**src/rtl/udp_rx_pkg.sv**
```systemverilog
// Shared constants for the UDP receive dispatcher.
// Optional IPv4 header checksum check is enabled with UDP_RX_IP_CSUM_EN.
package udp_rx_pkg;

  // Parser states
  localparam logic [2:0] ST_IDLE     = 3'd0;
  localparam logic [2:0] ST_ETH      = 3'd1;
  localparam logic [2:0] ST_IP_HDR   = 3'd2;
  localparam logic [2:0] ST_UDP_HDR  = 3'd3;
  localparam logic [2:0] ST_PAYLOAD  = 3'd4;
  localparam logic [2:0] ST_DISCARD  = 3'd5;

  localparam logic [15:0] ETH_IPV4      = 16'h0800;
  localparam logic [7:0]  IP_PROTO_UDP  = 8'd17;
  localparam logic [15:0] UDP_HDR_BYTES = 16'd8;
  localparam logic [47:0] BCAST_MAC     = 48'hFFFF_FFFF_FFFF;

endpackage

```
**src/rtl/ip_csum16.sv**
```systemverilog
// One step of the IPv4 header one's-complement sum: adds both 16-bit halves
// of a header word into the running sum with end-around carry.
// Only built when UDP_RX_IP_CSUM_EN is defined.
`ifdef UDP_RX_IP_CSUM_EN
module ip_csum16 (
  input  logic [15:0] i_acc,
  input  logic [31:0] i_word,
  output logic [15:0] o_sum
);

  logic [16:0] w_s1;
  logic [15:0] w_f1;
  logic [16:0] w_s2;

  // Two 17-bit adds, each folding its carry back into bit 0
  always_comb begin
    w_s1  = {1'b0, i_acc} + {1'b0, i_word[31:16]};
    w_f1  = w_s1[15:0] + {15'd0, w_s1[16]};
    w_s2  = {1'b0, w_f1} + {1'b0, i_word[15:0]};
    o_sum = w_s2[15:0] + {15'd0, w_s2[16]};
  end

endmodule
`endif

```
**src/rtl/udp_port_match.sv**
```systemverilog
// Compares a UDP destination port against N_CH channel ports.
// A channel port of 0 is disabled; the lowest matching index wins.
module udp_port_match #(
  parameter int unsigned N_CH = 4
) (
  input  logic [16*N_CH-1:0] i_ch_port,
  input  logic [15:0]        i_dport,
  output logic               o_hit,
  output logic [2:0]         o_idx
);

  // Scan from the top down so the lowest matching index is the one kept
  always_comb begin
    o_hit = 1'b0;
    o_idx = 3'd0;
    for (int k = int'(N_CH) - 1; k >= 0; k--) begin
      if ((i_ch_port[16*k +: 16] != 16'd0) && (i_ch_port[16*k +: 16] == i_dport)) begin
        o_hit = 1'b1;
        o_idx = 3'(k);
      end
    end
  end

endmodule

```
**src/rtl/udp_rx_dispatch.sv**
```systemverilog
// Ethernet/IPv4/UDP receive parser: filters by MAC and IP, matches the UDP
// destination port to a channel and streams the payload to that channel.
// Define UDP_RX_IP_CSUM_EN to also verify the IPv4 header checksum.
module udp_rx_dispatch
  import udp_rx_pkg::*;
#(
  parameter int unsigned N_CH        = 4,
  parameter bit          ALLOW_BCAST = 1'b1,
  parameter int unsigned CNT_W       = 16
) (
  input  logic                clk,
  input  logic                rst_n,
  input  logic [47:0]         i_self_mac,
  input  logic [31:0]         i_self_ip,
  input  logic [16*N_CH-1:0]  i_ch_port,
  input  logic [31:0]         i_in_data,
  input  logic                i_in_sop,
  input  logic                i_in_eop,
  input  logic                i_in_vld,
  output logic                o_in_rdy,
  output logic [31:0]         o_ch_data,
  output logic [N_CH-1:0]     o_ch_vld,
  output logic                o_ch_sop,
  output logic                o_ch_eop,
  output logic [1:0]          o_ch_empty,
  output logic                o_ch_err,
  input  logic [N_CH-1:0]     i_ch_rdy,
  output logic [CNT_W-1:0]    o_ok_cnt,
  output logic [CNT_W-1:0]    o_drop_cnt
);

  logic [2:0]       r_state, w_state_d;
  logic [3:0]       r_cnt, w_cnt_d;
  logic [3:0]       r_ihl, w_ihl_d;
  logic [15:0]      r_mac_hi, w_mac_hi_d;
  logic [2:0]       r_sel, w_sel_d;
  logic [15:0]      r_rem, w_rem_d;
  logic             r_first, w_first_d;
  logic [CNT_W-1:0] r_ok_cnt, r_drop_cnt;

  logic             w_xfer;
  logic             w_in_pay;
  logic             w_last;
  logic             w_sel_rdy;
  logic             w_hit;
  logic [2:0]       w_idx;
  logic             w_fail;
  logic             w_len8;
  logic             w_ip_last;
  logic             w_mac_self;
  logic             w_mac_bcast;
  logic             w_csum_bad;
  logic             w_ok_inc;
  logic [1:0]       w_drop_inc;
  logic [2:0]       w_empty_raw;
  logic [CNT_W:0]   w_ok_sum, w_drop_sum;

  assign w_xfer      = i_in_vld && o_in_rdy;
  assign w_in_pay    = (r_state == ST_PAYLOAD);
  assign w_last      = (r_rem <= 16'd4);
  assign w_ip_last   = (r_cnt != 4'd0) && (r_cnt == r_ihl - 4'd1);
  assign w_mac_self  = ({r_mac_hi, i_in_data} == i_self_mac);
  assign w_mac_bcast = ALLOW_BCAST && ({r_mac_hi, i_in_data} == BCAST_MAC);
  assign w_empty_raw = 3'd4 - r_rem[2:0];

  udp_port_match #(
    .N_CH (N_CH)
  ) u_port_match (
    .i_ch_port (i_ch_port),
    .i_dport   (i_in_data[15:0]),
    .o_hit     (w_hit),
    .o_idx     (w_idx)
  );

`ifdef UDP_RX_IP_CSUM_EN
  logic [15:0] r_csum;
  logic [15:0] w_csum_acc;
  logic [15:0] w_csum_sum;

  // The sum restarts at IP header word 0
  assign w_csum_acc = (r_cnt == 4'd0) ? 16'd0 : r_csum;
  assign w_csum_bad = (w_csum_sum != 16'hFFFF);

  ip_csum16 u_csum (
    .i_acc  (w_csum_acc),
    .i_word (i_in_data),
    .o_sum  (w_csum_sum)
  );

  // Running header sum, updated on every IP header transfer
  always_ff @(posedge clk or negedge rst_n) begin
    if (!rst_n) begin
      r_csum <= 16'd0;
    end else if (w_xfer && (r_state == ST_IP_HDR)) begin
      r_csum <= w_csum_sum;
    end
  end
`else
  assign w_csum_bad = 1'b0;
`endif

  // Header field checks for the word currently presented
  always_comb begin
    w_fail = 1'b0;
    w_len8 = 1'b0;
    case (r_state)
      ST_ETH: begin
        if (r_cnt == 4'd0) begin
          w_fail = !(w_mac_self || w_mac_bcast);
        end else if (r_cnt == 4'd2) begin
          w_fail = (i_in_data[15:0] != ETH_IPV4);
        end
      end
      ST_IP_HDR: begin
        case (r_cnt)
          4'd0: w_fail = (i_in_data[31:28] != 4'd4) || (i_in_data[27:24] < 4'd5);
          4'd1: w_fail = i_in_data[13] || (i_in_data[12:0] != 13'd0);
          4'd2: w_fail = (i_in_data[23:16] != IP_PROTO_UDP);
          4'd4: w_fail = (i_in_data != i_self_ip);
          default: ;
        endcase
        if (w_ip_last && w_csum_bad) begin
          w_fail = 1'b1;
        end
      end
      ST_UDP_HDR: begin
        if (r_cnt == 4'd0) begin
          w_fail = !w_hit;
        end else begin
          w_fail = (i_in_data[31:16] < UDP_HDR_BYTES);
          w_len8 = (i_in_data[31:16] == UDP_HDR_BYTES);
        end
      end
      default: ;
    endcase
  end

  // Next-state and counter-increment decisions for each transfer
  always_comb begin
    w_state_d  = r_state;
    w_cnt_d    = r_cnt;
    w_ihl_d    = r_ihl;
    w_mac_hi_d = r_mac_hi;
    w_sel_d    = r_sel;
    w_rem_d    = r_rem;
    w_first_d  = r_first;
    w_ok_inc   = 1'b0;
    w_drop_inc = 2'd0;
    if (w_xfer) begin
      case (r_state)
        ST_IDLE: begin
          if (i_in_sop && i_in_eop) begin
            w_drop_inc = 2'd1;
          end else if (i_in_sop) begin
            w_mac_hi_d = i_in_data[15:0];
            w_cnt_d    = 4'd0;
            w_state_d  = ST_ETH;
          end
        end
        ST_ETH, ST_IP_HDR, ST_UDP_HDR, ST_DISCARD: begin
          if (i_in_sop) begin
            // Current frame is lost; the sop word restarts parsing as w0.
            // A one-word new frame is itself a drop as well.
            if (i_in_eop) begin
              w_drop_inc = 2'd2;
              w_state_d  = ST_IDLE;
            end else begin
              w_drop_inc = 2'd1;
              w_mac_hi_d = i_in_data[15:0];
              w_cnt_d    = 4'd0;
              w_state_d  = ST_ETH;
            end
          end else if (r_state == ST_DISCARD) begin
            if (i_in_eop) begin
              w_state_d = ST_IDLE;
            end
          end else if (w_fail) begin
            w_drop_inc = 2'd1;
            w_state_d  = i_in_eop ? ST_IDLE : ST_DISCARD;
          end else if (w_len8) begin
            w_ok_inc  = 1'b1;
            w_state_d = i_in_eop ? ST_IDLE : ST_DISCARD;
          end else if (i_in_eop) begin
            w_drop_inc = 2'd1;
            w_state_d  = ST_IDLE;
          end else begin
            case (r_state)
              ST_ETH: begin
                if (r_cnt == 4'd2) begin
                  w_cnt_d   = 4'd0;
                  w_state_d = ST_IP_HDR;
                end else begin
                  w_cnt_d = r_cnt + 4'd1;
                end
              end
              ST_IP_HDR: begin
                if (r_cnt == 4'd0) begin
                  w_ihl_d = i_in_data[27:24];
                end
                if (w_ip_last) begin
                  w_cnt_d   = 4'd0;
                  w_state_d = ST_UDP_HDR;
                end else begin
                  w_cnt_d = r_cnt + 4'd1;
                end
              end
              default: begin
                if (r_cnt == 4'd0) begin
                  w_sel_d = w_idx;
                  w_cnt_d = 4'd1;
                end else begin
                  w_rem_d   = i_in_data[31:16] - UDP_HDR_BYTES;
                  w_first_d = 1'b1;
                  w_state_d = ST_PAYLOAD;
                end
              end
            endcase
          end
        end
        ST_PAYLOAD: begin
          w_first_d = 1'b0;
          w_rem_d   = r_rem - 16'd4;
          if (i_in_sop) begin
            // Abort: the new frame is counted and discarded
            w_drop_inc = 2'd1;
            w_state_d  = i_in_eop ? ST_IDLE : ST_DISCARD;
          end else if (w_last) begin
            w_ok_inc  = 1'b1;
            w_state_d = i_in_eop ? ST_IDLE : ST_DISCARD;
          end else if (i_in_eop) begin
            w_drop_inc = 2'd1;
            w_state_d  = ST_IDLE;
          end
        end
        default: w_state_d = ST_IDLE;
      endcase
    end
  end

  assign w_ok_sum   = {1'b0, r_ok_cnt} + {{CNT_W{1'b0}}, w_ok_inc};
  assign w_drop_sum = {1'b0, r_drop_cnt} + {{(CNT_W - 1){1'b0}}, w_drop_inc};

  // Parser state and saturating statistics
  always_ff @(posedge clk or negedge rst_n) begin
    if (!rst_n) begin
      r_state    <= ST_IDLE;
      r_cnt      <= 4'd0;
      r_ihl      <= 4'd0;
      r_mac_hi   <= 16'd0;
      r_sel      <= 3'd0;
      r_rem      <= 16'd0;
      r_first    <= 1'b0;
      r_ok_cnt   <= '0;
      r_drop_cnt <= '0;
    end else begin
      r_state    <= w_state_d;
      r_cnt      <= w_cnt_d;
      r_ihl      <= w_ihl_d;
      r_mac_hi   <= w_mac_hi_d;
      r_sel      <= w_sel_d;
      r_rem      <= w_rem_d;
      r_first    <= w_first_d;
      r_ok_cnt   <= w_ok_sum[CNT_W] ? '1 : w_ok_sum[CNT_W-1:0];
      r_drop_cnt <= w_drop_sum[CNT_W] ? '1 : w_drop_sum[CNT_W-1:0];
    end
  end

  // Combinational payload passthrough to the selected channel
  always_comb begin
    w_sel_rdy = 1'b0;
    o_ch_vld  = '0;
    for (int k = 0; k < int'(N_CH); k++) begin
      if (r_sel == 3'(k)) begin
        w_sel_rdy   = i_ch_rdy[k];
        o_ch_vld[k] = w_in_pay && i_in_vld;
      end
    end
    o_in_rdy   = !rst_n ? 1'b0 : (w_in_pay ? w_sel_rdy : 1'b1);
    o_ch_data  = i_in_data;
    o_ch_sop   = w_in_pay && r_first;
    o_ch_eop   = w_in_pay && (w_last || i_in_eop || i_in_sop);
    o_ch_err   = w_in_pay && (i_in_sop || (i_in_eop && !w_last));
    o_ch_empty = (w_in_pay && w_last && !i_in_sop) ? w_empty_raw[1:0] : 2'd0;
  end

  assign o_ok_cnt   = r_ok_cnt;
  assign o_drop_cnt = r_drop_cnt;

endmodule

```
**config.mk**
```make
export PLATFORM = sky130hd
export DESIGN_NAME = udp_rx_dispatch
export DESIGN_NICKNAME = d
export VERILOG_FILES = /design/src/rtl/udp_rx_pkg.sv /design/src/rtl/ip_csum16.sv /design/src/rtl/udp_port_match.sv /design/src/rtl/udp_rx_dispatch.sv
export SDC_FILE = /design/constraint.sdc
export NUM_CORES = 1
export LEC_CHECK = 0
export ABC_AREA = 1
export CAP_MARGIN = 20
export CORE_UTILIZATION = 48
export DETAILED_ROUTE_END_ITERATION = 8
export PLACE_DENSITY_LB_ADDON = 0.12
export SETUP_SLACK_MARGIN = 0.02
export SLEW_MARGIN = 20
export SYNTH_ARGS = -nofsm -noshare
export SYNTH_HDL_FRONTEND = slang
export SYNTH_SLANG_ARGS = --single-unit
```
**constraint.sdc**
```tcl
create_clock -name clk -period 4.1 [get_ports clk]
set_input_delay 1.025 -clock clk [delete_from_list [all_inputs] [get_ports clk]]
set_output_delay 1.025 -clock clk [all_outputs]
set_load 0.01 [all_outputs]
```
==> results.cfg <==
[yosys]
yosys.area.top_type = dfrtp_1
yosysUniqueCellTypes = 51
synth_edf_count = 0
ys_top_cells_by_area = dfrtp_1 (25%), nand2_1 (19%), xnor2_1 (12%)
avgSynthCellArea_um2 = 6.32
ys_async_sr_fraction_pct = 100
synth_area_um2 = 7940
synth.most_common_cell = nand2_1
yosysWarningCount = 0
synth.ff_latch_count = 78
synthTopCellsByCount = nand2_1 (393), nor2_1 (155), inv_1 (135)
seq_area_frac_synth_pct = 24.6
syn-num-nets = 1454
synthCells = 1255
ys.flop_type = dfrtp_1
synth_top_area_share_pct = 24.6

[die]
die_h_um = 131
start_util_pct = 49.6
boundaryPins = 259
core-area_um2 = 16000
placementRows = 46
die_area_um2 = 17100
die_w_um = 131

[job]
maxCapViolations = 0

[global_route]
grt_max_degree = 52
grt_first_pass_wirelength_mm = 42.3
first_global_vias = 8846
antenna_found_initial = 2
gr-usage-all-layers_pct = 32.3
overflow = 0

[worst_setup_path]
crit_top_cell = buf_4
worstSetupStartpointType = input pin
worstSetupEndpointType = register
worstPathRequired_ps = 4390
arrival_ps = 4250
r2r-end = o_drop_cnt[14]
crit_slowest_cell = dlygate4sd2_1
crit_type = input pin to register
path_max_fanout = 7
critPathMaxStageDelay_ps = 240
rr_startpoint = r_cnt[1]
reg2reg_slack_ps = 380
r2r_cells = 25

[sta]
hold_viol_final = 0
setup_viol_count_final = 0
slew_violations = 0
maxSlewHeadroom_pct = 44.1
grt_setup_unrepaired = yes
finalSetupTns_ps = 0
timing.final.ws_setup_ps = 144
fin_crit_sh_pct = 96.5
tightest_slew_ps = 831
period_needed_ps = 3960
fmax_mhz = 253
fin_skew_ps = 12.4

[place]
detailed_place_hpwl_mm = 21.8
place_ws_ps = -750
io_buffers = 258
routabilityCongestion = 0.991

[detailed_routing]
drc = 0
drtIter0Drc = 483
via_per_inst = 5.02
vias = 9352
wl_mm = 28.3
avgRoutedWirePerCell_um = 15.2
dr.pass1.iters = 4
ant_nets = 0

[clock_network]
clk_latency_ps = 350
htree_levels = 3
clockBufferDepth = 2
cts_tree = yes
numCtsBuffers = 9
cts.sink_count = 78
clk_pin_slew_ps = 60
hold_buffers = 0
clockRootBuffer = clkbuf_16

[pwr]
intPower_mw = 2.34
clkPwrFrac_pct = 20.7
p_leak_nw = 6.47
power_density_nw_per_um2 = 319
combPwrFrac_pct = 49.0
switching_share_pct = 40.3
seqPwrFrac_pct = 30.2
vdd_drop_max_v = 0.000184
p_switching_mw = 1.58

[final_layout]
nets = 1839
area_delta_synth_final_pct = 54.8
drive_above_1_share_pct = 23.8

[worst_hold_path]
min_from = r_rem[0]
whs_path_depth = 2
hold_class = register to register
worstHoldEndpoint = r_rem[0]

[outcome]
status = finished clean
metrics by stage:
stage | hold WS (ps) | utilization (%) | power (mW) | std cells | instance area (um^2)
final | 478 | 76.8 | 3.91 | 1863 | 12300
after CTS | 476 | 74.9 | 3.80 | 1852 | 12000
after detailed placement | 465 | 71.4 | 2.87 | 1802 | 11400
after global routing | 511 | 76.8 | 4.16 | 1863 | 12300
after global placement | 455 | 71.4 | 2.83 | 1802 | 11400
after floorplan | 441 | - | 2.19 | 1255 | 7950
timing repair:
action,in CTS,in global routing
buffers inserted,34,9
endpoints found under the setup margin,16,19
pin swaps,46,125
gates resized for setup,138,284
cells by family (layout without fill, tap and decap cells):
kind of cell	count (synthesis)	in the layout	share of synthesized area (%)
and+or+nand+nor	689	689	36.3
buffers and inverters	234	624	14.8
xor gates and xnor gates	128	128	14.1
AOI/OAI and AO/OA	112	112	7.88
DFF	78	78	24.6
adders and majority gates	14	14	2.30
other	0	2	0
sequential cells by signal, indices dropped and copies added (netlist names):
register / flops
r_cnt: 4
r_mac_hi: 16
r_first: 1
r_state: 3
r_sel: 2
r_ihl: 4
o_drop_cnt: 16
r_rem: 16
o_ok_cnt: 16
how the worst max path moves through the flow:
stage / from / endpoint / slack, ps / cells past startpoint
floorplan: i_in_data[21] / o_drop_cnt[9] / 50 / 25
detailed placement: i_in_data[9] / o_drop_cnt[13] / -750 / 27
global route: i_ch_port[63] / o_drop_cnt[14] / -40 / 27
CTS: i_ch_port[41] / o_drop_cnt[14] / 30 / 27
finish: i_in_data[27] / r_state[0] / 140 / 32
global placement: i_in_data[9] / o_drop_cnt[13] / -620 / 27
metal layers:
layer	vias up	GRT usage (%)	share of wire (%)
met1	4248	35.7	38
met2	385	58.1	50
met3	81	5.74	6.4
met5	-	0	0
met4	0	18.9	4.8
li1	4638	-	-
final cells by class:
class,instances,area (um^2)
Sequential cell,78,1950
Timing Repair Buffer,446,4000
Tap cell,216,270
Inverter,162,647
Antenna cell,2,5.00
Clock buffer,10,229
Multi-Input combinational cell,943,5130
Clock inverter,6,62.6
Fill cell,1260,3710
placed cells by master, fill, tap and decap left out, types with 8 or more instances in the layout:
| cell type | n |
|---|---|
| nand2_1 | 376 |
| buf_4 | 167 |
| nor2_1 | 127 |
| inv_1 | 127 |
| xnor2_1 | 104 |
| clkdlybuf4s50_1 | 94 |
| dfrtp_1 | 78 |
| dlymetal6s2s_1 | 68 |
| clkbuf_2 | 58 |
| o21ai_0 | 52 |
| nand3_1 | 44 |
| nor3_1 | 31 |
| nor2_2 | 27 |
| inv_2 | 24 |
| nand4_1 | 23 |
| o21ai_1 | 21 |
| clkdlybuf4s15_1 | 21 |
| nand2_2 | 20 |
| xor2_1 | 18 |
| buf_6 | 17 |
| a21oi_1 | 15 |
| dlygate4sd2_1 | 13 |
| ha_1 | 12 |
| nand3_2 | 10 |
| nor2_4 | 9 |
| clkbuf_16 | 9 |
| inv_4 | 8 |
power by group through the flow:
stage | Clock, mW | Sequential (mW) | Combinational [mW]
2_1_floorplan | 0 | 1.14 | 1.05
3_3_place_gp | 0 | 1.18 | 1.65
3_5_place_dp | 0 | 1.18 | 1.69
4_1_cts | 0.816 | 1.17 | 1.81
5_1_grt | 0.855 | 1.20 | 2.10
6_report | 0.812 | 1.18 | 1.92
critical path: cells and delay by family:
| kind | cells | cell delay [ps] |
|---|---|---|
| buf+inv | 18 | 2280 |
| simple gates | 13 | 820 |
| compound gates | 1 | 120 |
Note: power is estimated with default switching activity, not from simulation.
